$ cat config.mk
export PLATFORM = sky130hd
export DESIGN_NAME = param_updown_counter
export DESIGN_NICKNAME = d
export VERILOG_FILES = /design/src/rtl/param_updown_counter.sv
export SDC_FILE = /design/constraint.sdc
export NUM_CORES = 1
export LEC_CHECK = 0
export BUFFER_PORTS_ARGS = -buffer_cell sky130_fd_sc_hd__buf_4
export CORE_MARGIN = 2
export CORE_UTILIZATION = 55
export CTS_BUF_LIST = sky130_fd_sc_hd__clkbuf_4
export DETAILED_ROUTE_END_ITERATION = 7
export GPL_TIMING_DRIVEN = 0
export PLACE_DENSITY = 0.81
export SYNTH_ARGS = -nofsm -noshare
export SYNTH_HDL_FRONTEND = slang
export SYNTH_SLANG_ARGS = --single-unit
$ cat constraint.sdc
create_clock -name clk -period 3.6 [get_ports clk]
set_clock_uncertainty 0.1 [all_clocks]
set_input_delay 0.18 -clock clk [delete_from_list [all_inputs] [get_ports clk]]
set_output_delay 0.18 -clock clk [all_outputs]
set_load 0.02 [all_outputs]
$ cat src/rtl/param_updown_counter.sv
// Up/down counter with a runtime upper bound, selectable wrap/saturate behaviour at the bounds,
// a registered terminal-count pulse and sticky boundary flags.
module param_updown_counter #(
   parameter int unsigned WIDTH  = 8,
   parameter int unsigned STEP_W = 4
) (
   input  logic              clk,
   input  logic              reset_n,
   input  logic              en,
   input  logic              up,
   input  logic [STEP_W-1:0] step,
   input  logic [WIDTH-1:0]  max_val,
   input  logic              sat_mode,
   input  logic              load,
   input  logic [WIDTH-1:0]  load_val,
   input  logic              clr_flags,
   output logic [WIDTH-1:0]  count,
   output logic              tc,
   output logic              ovf,
   output logic              unf,
   output logic              at_max,
   output logic              at_min
);

   localparam int unsigned EW = WIDTH + 1;

   logic [WIDTH-1:0] r_count;
   logic             r_tc;
   logic             r_ovf;
   logic             r_unf;

   // One extra bit so that sums and max_val+1 never overflow.
   logic [EW-1:0]    w_cnt_x;
   logic [EW-1:0]    w_step_x;
   logic [EW-1:0]    w_max_x;
   logic [EW-1:0]    w_max_p1;
   logic [EW-1:0]    w_sum;
   logic             w_up_cross;
   logic             w_dn_cross;
   logic             w_step_fits;
   logic             w_out_of_range;
   logic [WIDTH-1:0] w_up_norm;
   logic [WIDTH-1:0] w_dn_norm;
   logic [WIDTH-1:0] w_up_wrap;
   logic [WIDTH-1:0] w_dn_wrap;
   logic [WIDTH-1:0] w_load_clip;

   logic [WIDTH-1:0] w_count_d;
   logic             w_tc_d;
   logic             w_ovf_set;
   logic             w_unf_set;

   assign w_cnt_x  = {1'b0, r_count};
   assign w_step_x = {{(EW - STEP_W){1'b0}}, step};
   assign w_max_x  = {1'b0, max_val};
   assign w_max_p1 = w_max_x + EW'(1);
   assign w_sum    = w_cnt_x + w_step_x;

   assign w_up_cross     = (w_sum > w_max_x);
   assign w_dn_cross     = (w_step_x > w_cnt_x);
   assign w_step_fits    = (w_step_x <= w_max_x);
   assign w_out_of_range = (r_count > max_val);

   // Every result below is provably < 2^WIDTH when selected, so the casts drop only zero bits.
   assign w_up_norm = WIDTH'(w_sum);
   assign w_dn_norm = WIDTH'(w_cnt_x - w_step_x);
   assign w_up_wrap = WIDTH'(w_sum - w_max_p1);
   assign w_dn_wrap = WIDTH'(w_cnt_x + w_max_p1 - w_step_x);

   assign w_load_clip = (load_val > max_val) ? max_val : load_val;

   always_comb begin
      w_count_d = r_count;
      w_tc_d    = 1'b0;
      w_ovf_set = 1'b0;
      w_unf_set = 1'b0;
      if (load) begin
         w_count_d = w_load_clip;
      end else if (w_out_of_range) begin
         w_count_d = max_val;
      end else if (en && (step != '0)) begin
         if (up) begin
            if (!w_up_cross) begin
               w_count_d = w_up_norm;
            end else begin
               w_tc_d    = 1'b1;
               w_ovf_set = 1'b1;
               if (sat_mode)         w_count_d = max_val;
               else if (w_step_fits) w_count_d = w_up_wrap;
               else                  w_count_d = '0;
            end
         end else begin
            if (!w_dn_cross) begin
               w_count_d = w_dn_norm;
            end else begin
               w_tc_d    = 1'b1;
               w_unf_set = 1'b1;
               if (sat_mode)         w_count_d = '0;
               else if (w_step_fits) w_count_d = w_dn_wrap;
               else                  w_count_d = max_val;
            end
         end
      end
   end

   // A set on the same edge as clr_flags wins.
   always_ff @(posedge clk) begin
      if (!reset_n) begin
         r_count <= '0;
         r_tc    <= 1'b0;
         r_ovf   <= 1'b0;
         r_unf   <= 1'b0;
      end else begin
         r_count <= w_count_d;
         r_tc    <= w_tc_d;
         r_ovf   <= w_ovf_set | (r_ovf & ~clr_flags);
         r_unf   <= w_unf_set | (r_unf & ~clr_flags);
      end
   end

   assign count  = r_count;
   assign tc     = r_tc;
   assign ovf    = r_ovf;
   assign unf    = r_unf;
   assign at_max = (r_count == max_val);
   assign at_min = (r_count == '0);

endmodule

==> parameters.txt <==
Parameter                              Value

Drt
  Average wire per standard cell    20.01 µm
  Vias after detailed routing    3,479
  Remaining design rule violation count    0
  Avg Vias per Cell    6.614
  Routed wire length    10,530 µm
  Drt first-iter violations    249
  1st-pass router iterations    5
  Routed Antenna Nets    0

Final layout
  Filler Cells Inserted    419
  Area taken by flip-flops and latches    231.5 µm²
  Post-Layout Cell Count    526
  Multi-input gate area in the final layout    2890 µm²
  Area growth syn-to-layout    28.81%
  Final net count    544
  Share of post-route cells with drive strength above 1    0.2753
  Post-route cell area    3955 µm²
  Diodes inserted    0

GRT
  Pin count of the biggest net entering global routing    14
  Vias in the first global route    3,445
  Overflow left after global routing    0
  Number of antenna violations at the first check in global routing    0
  Global-route wire length before repair    16,620 µm
  GR Util All Layers    0.3396

Timing
  Period utilization    1.003
  # setup viols final    2
  Highest Clock Rate    276.9 MHz
  Remaining max-slew budget at the tightest pin    0.3090
  Worst Hold Margin    0.1268 ns
  Setup repair after global routing missed its margin    true
  Hold Vio Cnt, Final    0
  Minimum period implied by the final worst setup slack    3.611 ns
  Final worst-path setup slack    -0.01114 ns
  Pins over their slew limit    0
  Slew at the pin closest to its max-slew limit    1.023 ns
  Final setup TNS    -0.01826 ns

Worst setup path
  Arrival time at the worst endpoint    3.69 ns
  Kind of cell with the highest combined delay on the critical path    compound AO/OA/AOI/OAI gates
  Setup crit end kind    flop
  Most Frequent Cell on Critical Path    ha_4
  Endpoint of the most critical register-to-register path    count[2]
  Max Fanout on Critical Path    4
  Number of buffers and inverters on the critical path    0
  R2r startpoint    count[2]
  Crit. Startpoint    count[2]
  Crit. path cell count    13
  Worst Setup Start Kind    flop
  Depth of the worst register-to-register path    13
  Crit path cell chain    ha_4 -> or3b_4 -> and3_4 -> o311a_4 -> or2_4 -> ha_4 -> nand4_1 -> o22a_1 -> o41ai_4 -> o21ai_4 -> mux2_4 -> o2111a_1 -> a311o_1
  Peak per-stage delay on the critical path    0.43 ns
  Critical path destination    count[2]
  Slack of the worst reg-to-reg path    -0.01 ns
  Kind of critical path    flop to flop
  Slowest stage cell on the critical path    or3b_4
  Required time of the worst setup path    3.68 ns

Placed design
  Final weighted congestion of routability-driven global placement    1.045
  Placed insts    497
  Number of buffers inserted by port buffering    37
  Cell area after placement    3475 µm²
  Half-perimeter wire length after detailed placement    7832 µm

Synthesis
  Post-Syn Area    3070 µm²
  Cell variety after synth    70
  Syn Nets    477
  Post-synth EDFFs    0
  Avg Cell Area, Syn    7.914 µm²
  Register bit count reported by yosys    11
  Gate count of the mapped netlist    388
  Seq/Total Area, Yosys    0.07172
  Share of flip-flops with an asynchronous set or reset after synthesis    0
  Most frequently used flop master after synthesis    dfxtp_1
  Number of synthesis warnings    0

Floorplanning
  Number of top-level pins    40
  Core Area    5439 µm²
  Initial cell density of the core    0.5645
  Y dimension of the die    78.72 µm
  Site Rows    27
  Horizontal extent of the die    78.72 µm
  Die Footprint    6196 µm²

CTS
  Number of levels the H-tree was split into    1
  Sinks on the clock net    11
  Clock insertion delay at the later pin of the skew report    0.29 ns
  Hold bufs inserted after CTS    0
  Clock tree buffer depth    2
  CTS Root Cell    clkbuf_4
  Clock buffers created by TritonCTS    3
  Clock transition at path regs    0.08 ns
  Clock tree from TritonCTS    built

Power
  Largest voltage drop on the vdd net    0.0003026 V
  PwrDens    487.9 nW/µm²
  Leakage    1.787 nW

Run status
  Run status    complete, but fails checks
  Failing checks    negative setup slack

Min path
  Min-Delay Path Class    input pin to flop

Run
  Number of max-capacitance violations reported    0
## registers in the layout, summed over array words and instances (netlist names)
signal / count
tc: 1
ovf: 1
unf: 1
count: 8
## metrics by stage
stage | worst slack (ns) | power (mW) | util
after CTS | -0.01887 | 1.769 | 0.6989
after floorplan | -0.01673 | 1.137 | -
after global routing | -0.08527 | 2.067 | 0.7272
final | -0.01114 | 1.930 | 0.7272
after global placement | -0.5575 | 1.445 | 0.6388
after detailed placement | -0.6620 | 1.480 | 0.6388
## cells in the final DEF, fill, tap and decap left out, types with 10 or more instances in the layout
| cell | n |
|---|---|
| inv_1 | 44 |
| ha_1 | 46 |
| o21ai_0 | 10 |
| xnor2_1 | 15 |
| nor2_1 | 19 |
| nand3_1 | 14 |
| nand2_1 | 18 |
| buf_4 | 63 |
| a21oi_1 | 17 |
## synthesized netlist by cell type (all sizes together) (4+ instances only)
library cell	instances	area (µm²)
ha	55	688.2
inv	44	165.2
nor2	20	75.07
a21oi	18	90.09
nand2	18	67.56
xnor2	18	157.7
o21ai	15	75.07
nand3	14	70.07
dfxtp	11	220.2
nor3	10	50.05
clkbuf	9	33.78
a21o	7	52.55
fa	7	140.1
nand2b	7	43.79
nand4	7	43.79
a211oi	6	45.04
o211ai	6	45.04
o221ai	6	52.55
xor2	6	52.55
nor2b	5	31.28
o21a	5	37.54
o31ai	5	37.54
a31o	4	35.03
and3	4	30.03
buf	4	28.78
mux2	4	45.04
mux2i	4	40.04
o41ai	4	35.03
or3	4	25.02
## how the worst min path moves through the flow
stage / start / cells past startpoint / to
after floorplan: clr_flags / 3 / ovf
after global placement: ovf / 2 / ovf
after detailed placement: ovf / 2 / ovf
after CTS: clr_flags / 4 / ovf
after global routing: clr_flags / 4 / ovf
final: clr_flags / 4 / ovf
## layout make-up
type | count | share of cell area
Sequential cell | 11 | 0.05853
Clock buffer | 3 | 0.005694
Buffer | 11 | 0.01487
Multi-Input combinational cell | 319 | 0.7308
Timing Repair Buffer | 64 | 0.1234
Inverter | 45 | 0.04271
Clock inverter | 1 | 0.001265
Tap cell | 72 | 0.02278
## kinds of logic after synthesis
| logic type | after synthesis | synth area share |
|---|---|---|
| mux | 8 | 0.02771 |
| flops | 11 | 0.07172 |
| simple gates | 108 | 0.1960 |
| compound gates | 116 | 0.2836 |
| fa+ha+maj | 62 | 0.2698 |
| buf+inv | 58 | 0.07539 |
| xor+xnor | 25 | 0.07579 |
## report_power, final
part / switching [mW] / total [mW] / internal (mW)
clock: 0.0468 / 0.0882 / 0.0413
combinational: 0.888 / 1.67 / 0.777
sequential: 0.0311 / 0.176 / 0.145
## what timing repair did
item / 4_1_cts / 5_1_grt
endpoints found under the hold margin: 0 / 0
resized for setup: 26 / 25
buffers inserted: 24 / 4
pin swaps: 20 / 21
setup endpoints to repair: 10 / 8
## worst register-to-register path, cell delays in order (launching register included)
cell      delay, ns
dfxtp_4        0.36
ha_4           0.23
or3b_4         0.43
and3_4         0.19
o311a_4        0.31
or2_4          0.26
ha_4           0.27
nand4_1        0.08
o22a_1         0.21
o41ai_4        0.08
o21ai_4        0.16
mux2_4         0.33
o2111a_1       0.22
a311o_1        0.27
## layer usage
| metal | global-route usage | wire length (µm) | up-vias |
|---|---|---|---|
| met4 | 0.2070 | 636 | 0 |
| met5 | 0 | 0 | - |
| met3 | 0.02841 | 733 | 54 |
| met1 | 0.4144 | 4341 | 1598 |
| li1 | - | - | 1599 |
| met2 | 0.5786 | 4813 | 228 |
No activity file was read; power rests on OpenSTA's default activity.
